[config.mk]
export PLATFORM = sky130hd
export DESIGN_NAME = pkt_prio_queue
export DESIGN_NICKNAME = d
export VERILOG_FILES = /design/src/rtl/pkt_h.sv /design/src/rtl/pkt_pq_argmin.sv /design/src/rtl/pkt_prio_queue.sv
export SDC_FILE = /design/constraint.sdc
export NUM_CORES = 2
export LEC_CHECK = 0
export CORE_UTILIZATION = 45
export DETAILED_ROUTE_END_ITERATION = 8
export SLEW_MARGIN = 10
export SYNTH_ARGS = -nofsm -noshare
export SYNTH_HDL_FRONTEND = slang
export SYNTH_HIERARCHICAL = 1
export SYNTH_SLANG_ARGS = --single-unit
[constraint.sdc]
create_clock -name clk -period 19.6 [get_ports clk]
set_input_delay 4.9 -clock clk [delete_from_list [all_inputs] [get_ports clk]]
set_output_delay 4.9 -clock clk [all_outputs]
set_load 0.01 [all_outputs]
[src/rtl/pkt_h.sv]
// Shared definitions for the packet priority path: default sizes and the
// packed layout of one priority-queue entry.
package pkt_h;

  localparam int PQ_DEF_DWIDTH      = 32;
  localparam int PQ_DEF_PRIOR_WIDTH = 6;
  localparam int PQ_DEF_QUEUE_SIZE  = 16;
  localparam int PQ_DEF_CNT_WIDTH   = 16;
  localparam int PQ_DEF_ORD_WIDTH   = $clog2(PQ_DEF_QUEUE_SIZE);

  // One queue slot at the default sizes; ord is the arrival rank (0 = oldest).
  typedef struct packed {
    logic                          valid;
    logic [PQ_DEF_PRIOR_WIDTH-1:0] prior;
    logic [PQ_DEF_ORD_WIDTH-1:0]   ord;
    logic [PQ_DEF_DWIDTH-1:0]      data;
  } PqEntry;

endpackage

[src/rtl/pkt_pq_argmin.sv]
// Combinational binary compare tree: finds the valid entry with the smallest
// priority, ties broken by the smallest arrival rank.
module pkt_pq_argmin #(
  parameter int N  = 16,
  parameter int PW = 6,
  parameter int OW = $clog2(N),
  parameter int IW = $clog2(N)
) (
  input  logic [N-1:0]    valid_i,
  input  logic [N*PW-1:0] prior_i,
  input  logic [N*OW-1:0] ord_i,
  output logic [IW-1:0]   idx_o,
  output logic            found_o
);

  localparam int LG = $clog2(N);

  // Level 0 holds the leaves; each higher level halves the candidate count.
  for (genvar l = 0; l <= LG; l++) begin : lvl
    localparam int M = N >> l;
    logic [M-1:0]  v;
    logic [PW-1:0] p [M];
    logic [OW-1:0] o [M];
    logic [IW-1:0] x [M];

    if (l == 0) begin : leaf
      for (genvar i = 0; i < M; i++) begin : g
        assign v[i] = valid_i[i];
        assign p[i] = prior_i[i*PW +: PW];
        assign o[i] = ord_i[i*OW +: OW];
        assign x[i] = IW'(i);
      end
    end else begin : node
      for (genvar i = 0; i < M; i++) begin : g
        logic take_l;
        // Left wins if it is valid and the right is absent or strictly worse.
        assign take_l = lvl[l-1].v[2*i] &&
                        (!lvl[l-1].v[2*i+1] ||
                         (lvl[l-1].p[2*i] < lvl[l-1].p[2*i+1]) ||
                         ((lvl[l-1].p[2*i] == lvl[l-1].p[2*i+1]) &&
                          (lvl[l-1].o[2*i] < lvl[l-1].o[2*i+1])));
        assign v[i] = lvl[l-1].v[2*i] | lvl[l-1].v[2*i+1];
        assign p[i] = take_l ? lvl[l-1].p[2*i] : lvl[l-1].p[2*i+1];
        assign o[i] = take_l ? lvl[l-1].o[2*i] : lvl[l-1].o[2*i+1];
        assign x[i] = take_l ? lvl[l-1].x[2*i] : lvl[l-1].x[2*i+1];
      end
    end
  end

  assign idx_o   = lvl[LG].x[0];
  assign found_o = lvl[LG].v[0];

endmodule

[src/rtl/pkt_prio_queue.sv]
// Priority buffer between the priority calculator and egress. Holds up to
// QUEUE_SIZE {data, priority} entries and releases the smallest priority first,
// equal priorities in arrival order. Inserts arriving while not ready are
// dropped and counted (no upstream backpressure exists).
// Handshake: an insert is taken on any edge where in_valid && in_ready; a
// dequeue fires on any edge where deq_en && !empty and its result is shown
// for exactly one cycle with deq_valid.
module pkt_prio_queue
  import pkt_h::*;
#(
  parameter int DWIDTH      = PQ_DEF_DWIDTH,
  parameter int PRIOR_WIDTH = PQ_DEF_PRIOR_WIDTH,
  parameter int QUEUE_SIZE  = PQ_DEF_QUEUE_SIZE,
  parameter int CNT_WIDTH   = PQ_DEF_CNT_WIDTH
) (
  input  logic                          clk,
  input  logic                          rst,
  input  logic                          in_valid,
  input  logic [DWIDTH-1:0]             in_data,
  input  logic [PRIOR_WIDTH-1:0]        in_prior,
  output logic                          in_ready,
  input  logic                          deq_en,
  output logic                          deq_valid,
  output logic [DWIDTH-1:0]             deq_data,
  output logic [PRIOR_WIDTH-1:0]        deq_prior,
  output logic [$clog2(QUEUE_SIZE):0]   count,
  output logic                          full,
  output logic                          empty,
  output logic [CNT_WIDTH-1:0]          drop_cnt
);

  localparam int IW = $clog2(QUEUE_SIZE);
  localparam int CW = IW + 1;

  // Same field order as pkt_h::PqEntry, sized by this instance's parameters.
  typedef struct packed {
    logic                   valid;
    logic [PRIOR_WIDTH-1:0] prior;
    logic [IW-1:0]          ord;
    logic [DWIDTH-1:0]      data;
  } entry_t;

  entry_t                 ent_q [QUEUE_SIZE];
  entry_t                 ent_d [QUEUE_SIZE];
  logic [CW-1:0]          count_q, count_d;
  logic [CNT_WIDTH-1:0]   drop_q, drop_d;
  logic                   deq_valid_q, deq_valid_d;
  logic [DWIDTH-1:0]      deq_data_q, deq_data_d;
  logic [PRIOR_WIDTH-1:0] deq_prior_q, deq_prior_d;

  logic [QUEUE_SIZE-1:0]             vld_vec;
  logic [QUEUE_SIZE*PRIOR_WIDTH-1:0] prior_flat;
  logic [QUEUE_SIZE*IW-1:0]          ord_flat;
  logic [IW-1:0]                     sel_idx;
  logic                              sel_found;
  entry_t                            sel_e;

  logic          full_w, empty_w, deq_fire, ins_fire;
  logic [IW-1:0] free_idx, wr_idx, ord_new;
  logic          free_found;

  // Flatten the entry array into the vectors the compare tree consumes.
  always_comb begin
    vld_vec    = '0;
    prior_flat = '0;
    ord_flat   = '0;
    for (int i = 0; i < QUEUE_SIZE; i++) begin
      vld_vec[i]                          = ent_q[i].valid;
      prior_flat[i*PRIOR_WIDTH +: PRIOR_WIDTH] = ent_q[i].prior;
      ord_flat[i*IW +: IW]                = ent_q[i].ord;
    end
  end

  pkt_pq_argmin #(
    .N  (QUEUE_SIZE),
    .PW (PRIOR_WIDTH),
    .OW (IW),
    .IW (IW)
  ) u_argmin (
    .valid_i (vld_vec),
    .prior_i (prior_flat),
    .ord_i   (ord_flat),
    .idx_o   (sel_idx),
    .found_o (sel_found)
  );

  assign sel_e    = ent_q[sel_idx];
  assign full_w   = (count_q == CW'(QUEUE_SIZE));
  assign empty_w  = (count_q == '0);
  assign deq_fire = deq_en && !empty_w && sel_found;
  assign in_ready = !full_w || deq_fire;
  assign ins_fire = in_valid && in_ready;
  // New arrival is ranked after every entry that survives this cycle.
  assign ord_new  = IW'(count_q - CW'(deq_fire));

  // Lowest-index free slot; when full, the slot vacated by this dequeue.
  always_comb begin
    free_idx   = '0;
    free_found = 1'b0;
    for (int i = QUEUE_SIZE - 1; i >= 0; i--) begin
      if (!ent_q[i].valid) begin
        free_idx   = IW'(i);
        free_found = 1'b1;
      end
    end
    wr_idx = free_found ? free_idx : sel_idx;
  end

  // Next-state for entries, occupancy, drop counter and dequeue outputs.
  always_comb begin
    for (int i = 0; i < QUEUE_SIZE; i++) begin
      ent_d[i] = ent_q[i];
    end
    count_d     = count_q;
    drop_d      = drop_q;
    deq_valid_d = 1'b0;
    deq_data_d  = deq_data_q;
    deq_prior_d = deq_prior_q;

    if (deq_fire) begin
      deq_valid_d = 1'b1;
      deq_data_d  = sel_e.data;
      deq_prior_d = sel_e.prior;
      for (int i = 0; i < QUEUE_SIZE; i++) begin
        if (IW'(i) == sel_idx) begin
          ent_d[i].valid = 1'b0;
        end else if (ent_q[i].valid && (ent_q[i].ord > sel_e.ord)) begin
          ent_d[i].ord = ent_q[i].ord - 1'b1;
        end
      end
    end

    if (ins_fire) begin
      ent_d[wr_idx].valid = 1'b1;
      ent_d[wr_idx].prior = in_prior;
      ent_d[wr_idx].ord   = ord_new;
      ent_d[wr_idx].data  = in_data;
    end

    if (ins_fire && !deq_fire) begin
      count_d = count_q + 1'b1;
    end else if (!ins_fire && deq_fire) begin
      count_d = count_q - 1'b1;
    end

    if (in_valid && !in_ready && (drop_q != '1)) begin
      drop_d = drop_q + 1'b1;
    end
  end

  // State registers with synchronous reset.
  always_ff @(posedge clk) begin
    if (rst) begin
      for (int i = 0; i < QUEUE_SIZE; i++) begin
        ent_q[i] <= '0;
      end
      count_q     <= '0;
      drop_q      <= '0;
      deq_valid_q <= 1'b0;
      deq_data_q  <= '0;
      deq_prior_q <= '0;
    end else begin
      for (int i = 0; i < QUEUE_SIZE; i++) begin
        ent_q[i] <= ent_d[i];
      end
      count_q     <= count_d;
      drop_q      <= drop_d;
      deq_valid_q <= deq_valid_d;
      deq_data_q  <= deq_data_d;
      deq_prior_q <= deq_prior_d;
    end
  end

  assign count     = count_q;
  assign full      = full_w;
  assign empty     = empty_w;
  assign drop_cnt  = drop_q;
  assign deq_valid = deq_valid_q;
  assign deq_data  = deq_data_q;
  assign deq_prior = deq_prior_q;

endmodule

# Yosys cells after proc, flatten, opt, wreduce, memory -nomap -nowiden
# Memories as Yosys holds them, arrays and structs flattened.
# Cells that the tools add are included.
# W data, S select, Z words.
[word_totals]
output_inout_bits = 63
wordCells = 437
in_bits = 42
ramBits = 688
mem_count = 1
reg_bits = 60
[memory_table]
columns = ["memory", "words", "width", "rd", "rd_clocked_by_memory_dff", "wr", "line", "text"]
rows = [
  ["ent_q", 16, 43, 17, 0, 16, "pkt_prio_queue.sv:43", "entry_t ent_q [QUEUE_SIZE];"],
]
[classes]
n_eq_ne = 32
n_bitwise = 32
n_addsub = 20
mux = 191
magnitude_cmp = 48
reduce_logical = 108
[op_table]
columns = ["op", "n"]
rows = [
  ["$bwmux W688", 4],
  ["$mux W43", 17],
  ["$demux W43 S4", 4],
  ["$mux W688", 1],
  ["$mux W4", 86],
  ["$eq A6 B6 Y1", 15],
  ["$lt A6 B6 Y1", 15],
  ["$mux W6", 14],
  ["$gt A4 B4 Y1", 16],
  ["$sub A4 B1 Y4 const B", 16],
  ["$lt A4 B4 Y1", 15],
  ["$mux W1", 60],
  ["$logic_and A1 B1 Y1", 54],
  ["$mux W42", 1],
  ["$mux W36", 1],
  ["$eq A4 B4 Y1 const A", 8],
  ["$mux W32", 1],
  ["$logic_or A1 B1 Y1", 31],
  ["$or A1 B1 Y1", 31],
  ["$logic_not A1 Y1", 20],
  ["$add A16 B1 Y16 const B", 1],
  ["$eq A3 B4 Y1 const A", 4],
  ["$ne A16 B16 Y1 const B", 1],
  ["$mux W5", 2],
  ["12 further kinds", 13],
]

# Logic depth before layout (Yosys ltp)
# An unclocked memory read counts as a cell.
[logic_depth]
depth_word = 33
ltp_mapped = 58
mapped_depth_nobuf = 53

# Hierarchy
# The synthesis kept the hierarchy.
[by_module_without_submodules]
columns = ["mod", "area_each_um2", "instances", "seq_area_each_um2", "cells_per_inst"]
rows = [
  ["pkt_prio_queue", 35145.0, 1, 14974.4, 3370],
  ["pkt_pq_argmin", 5260.0, 1, 0.0, 780],
]

# Worst setup path before layout
# Ideal clock, no wire load.
[synth_timing]
path_type = "register to register"
start = "register with a tool-made name"
end = "memory ent_q[3][34] in the netlist's numbering"
setup_time_ns = 0.121
arrival_time_ns = 11.018
n_path_buf = 7
path_stages_with_launch = 56
period_less_slack_ns = 11.138
required_time_ns = 19.479
slack_ns = 8.462
cell_sequence = "dfxtp_1 -> inv_1 -> ha_1 -> nor2b_1 -> o21ai_0 -> a21oi_1 -> a211oi_1 -> o31ai_1 -> clkbuf_1 -> mux2i_1 -> ha_1 -> nand4_1 -> a21o_1 -> a2111oi_0 -> nor2_1 -> a21oi_1 -> a21oi_1 -> clkbuf_1 -> [... 20 more ...] -> a221oi_1 -> o221ai_2 -> o21a_4 -> mux2_2 -> buf_2 -> buf_4 -> buf_1 -> buf_1 -> mux4_2 -> mux4_2 -> inv_1 -> ha_1 -> nand4_1 -> o311ai_0 -> a211oi_1 -> a21bo_2 -> a21oi_1 -> mux2_2"
[synth_rtl]
columns = ["element", "line"]
rows = [
  ["end: declaration", "pkt_prio_queue.sv:43"],
]

==> impl_metrics.ini <==
[floorplan]
dieArea_um2 = 91000
ios = 105
die_h_um = 302
fp-row-count = 109
fp.dieW_um = 302
core_area_um2 = 88600
initial_core_util = 0.456

[setup_path]
worst_setup_path_start_kind = flop
endpoint_kind = flop
cp.required_ns = 20.12
crit_type = reg2reg
crit_path_frequent_cell = ha_1
critical-path-slowest-cell = mux2_8
slowest_delay_ns = 0.88
worst_ep_arrival_time_ns = 14.42
crit_fanout = 78
reg2reg_depth = 43

[grt]
antenna_found_initial = 2
grt_pass1_wl_mm = 183
grt_start_max_net_pins = 182
grtUsageTotal = 0.260
grt_overflow_total = 0
grt_pass1_vias = 30300

[pwr]
sw_frac_of_total = 0.284
p_clk_frac = 0.430
pwr-share-comb = 0.152
peakVddDrop_mv = 0.0805
p_per_area_nw_per_um2 = 84.1
seq_power_share = 0.418
p_switching_uw = 1070
p_leak_uw = 0.0201
internal-power_uw = 2700

[cells_and_area]
area_delta_synth_final_pct = 11.2
drive_above_1_share = 0.113
finalNonFillerCells = 5314
final_area_um2 = 44900
num_antenna_cells = 0
final_nets = 4349

[timing]
fmax_mhz = 71.9
slew_violations = 0
rsz0062_at_grt = no
slew_headroom = 0.260
fin_tns_setup_ns = 0
tightest_slew_ns = 1.11
setup_violations = 0
period_minus_slack_ns = 13.91
hold_violations = 0
finalCritPeriodShare = 0.709
finClkSkew_ns = 0.0197

[job]
drv_cap = 0

[clocking]
cts.clk_slew.worst_paths_ns = 0.06
cts_buffers = 84
cts_tree = yes
cts_buffer_depth = 3
cts_hold_buf = 0
clock_latency_ns = 0.64
htreeDepth = 3
post_cts_buffers = 0
cts.sinks = 748
cts_root_buf = clkbuf_16
cts_resized = 0

[synth]
synthArstFlopShare = 0
ys_ff_latch = 748
netlist_area_um2 = 40400
synth_top_flop_cell = dfxtp_1
synthDistinctLibCells = 83
synth-warning-count = 6
syn_nets = 4413
syn_inst = 4150
synth_seq_area_share = 0.371
avgSynthCellArea_um2 = 9.74
synth-edff-count = 0

[placed_design]
place_congestion = 0.971
placed_cells = 5165
numPortBuffers = 104
dpl_cell_area_um2 = 42100
dp_hpwl_mm = 74.1

[detailed_routing]
postRouteAntennaNets = 0
vias_per_cell = 5.85
vias = 31100
wl_per_cell_um = 22.5
initialDrtViolationCount = 2609
dr.pass1.iters = 6
drc = 0
totalWireLength_mm = 120

[hold_path]
hold_depth = 2
min_path_type = reg2reg

[status]
outcome = finished clean
## metal layers
layer,vias up,global-route usage,part of all wire
li1,14600,-,-
met1,15400,0.365,0.46
met2,913,0.419,0.46
met3,202,0.0290,0.055
met4,0,0.0810,0.027
met5,-,0,0
## cells in the final DEF (no fill, tap or decap), types with 63 or more instances in the layout
master	Yosys	layout
nand2_1	798	798
dfxtp_1	748	748
mux2i_1	650	648
a21oi_1	227	227
ha_1	220	220
mux4_2	210	210
inv_1	157	157
nor2_1	142	142
o21ai_0	133	132
clkdlybuf4s50_1	0	103
clkbuf_16	0	84
nand3_1	70	63
## power by group through the flow
| stage | clock [uW] | sequential [uW] | combinational (uW) |
|---|---|---|---|
| after floorplan | 0 | 1600 | 372 |
| after global placement | 0 | 1610 | 564 |
| after detailed placement | 0 | 1610 | 569 |
| after CTS | 1650 | 1580 | 570 |
| after global routing | 1720 | 1580 | 609 |
| final | 1630 | 1580 | 574 |
## per-stage QoR
stage | hold WS [ns] | power [uW] | utilization | setup WS (ns)
global route | 0.472 | 3910 | 0.507 | 4.82
floorplan | 0.432 | 1980 | - | 8.46
detailed placement | 0.445 | 2180 | 0.475 | 5.75
CTS | 0.455 | 3800 | 0.507 | 5.73
finish | 0.451 | 3780 | 0.507 | 5.69
global placement | 0.439 | 2170 | 0.475 | 6.03
## worst max-delay path, delay by kind of cell (launching register included)
| kind | cells | cell delay, ns |
|---|---|---|
| AOI/OAI and AO/OA | 18 | 5.18 |
| muxes | 6 | 2.87 |
| and+or+nand+nor | 11 | 2.20 |
| adders and majority gates | 5 | 1.60 |
| buffers and inverters | 3 | 1.45 |
| DFF | 1 | 0.42 |
## worst paths after layout
kind | start | endpoint | slack (ns)
setup reg to reg | flop | ent_q[3][34] | 5.69
hold reg to reg | deq_data[3] | deq_data[3] | 0.45
setup / recovery | flop | ent_q[3][34] | 5.69
hold / removal | deq_data[3] | deq_data[3] | 0.45
## synthesized netlist by cell type, drive strengths merged, types with 26 or more instances
| library cell | n | area (um2) |
|---|---|---|
| nand3 | 73 | 388 |
| o211ai | 42 | 315 |
| clkbuf | 195 | 732 |
| dfxtp | 748 | 15000 |
| buf | 111 | 703 |
| nand2 | 798 | 3000 |
| nor3 | 29 | 145 |
| a21oi | 227 | 1140 |
| ha | 220 | 2750 |
| nand4 | 50 | 313 |
| nor2 | 142 | 533 |
| nand2b | 31 | 194 |
| a211oi | 26 | 200 |
| o21ai | 144 | 732 |
| inv | 160 | 601 |
| mux4 | 210 | 4730 |
| mux2i | 650 | 6510 |
| nor2b | 29 | 189 |
## cells by family after synthesis
| logic type | count (synthesis) | share of synthesized area |
|---|---|---|
| mux | 885 | 0.285 |
| compound gates | 557 | 0.0843 |
| xor+xnor | 43 | 0.00932 |
| fa+ha+maj | 221 | 0.0686 |
| buf+inv | 467 | 0.0505 |
| flops | 748 | 0.371 |
| simple gates | 1229 | 0.132 |
## final cells by class
type                    count  area (um2)
clock inverters            25         350
repair buffers            156        1460
inverters                 161         612
flip-flops and latches    748       15000
multi-input cells        2935       23600
clock buffers             124        2520
well taps                1165        1460
fillers                  8218       43700
No activity file was read; power rests on OpenSTA's default activity.
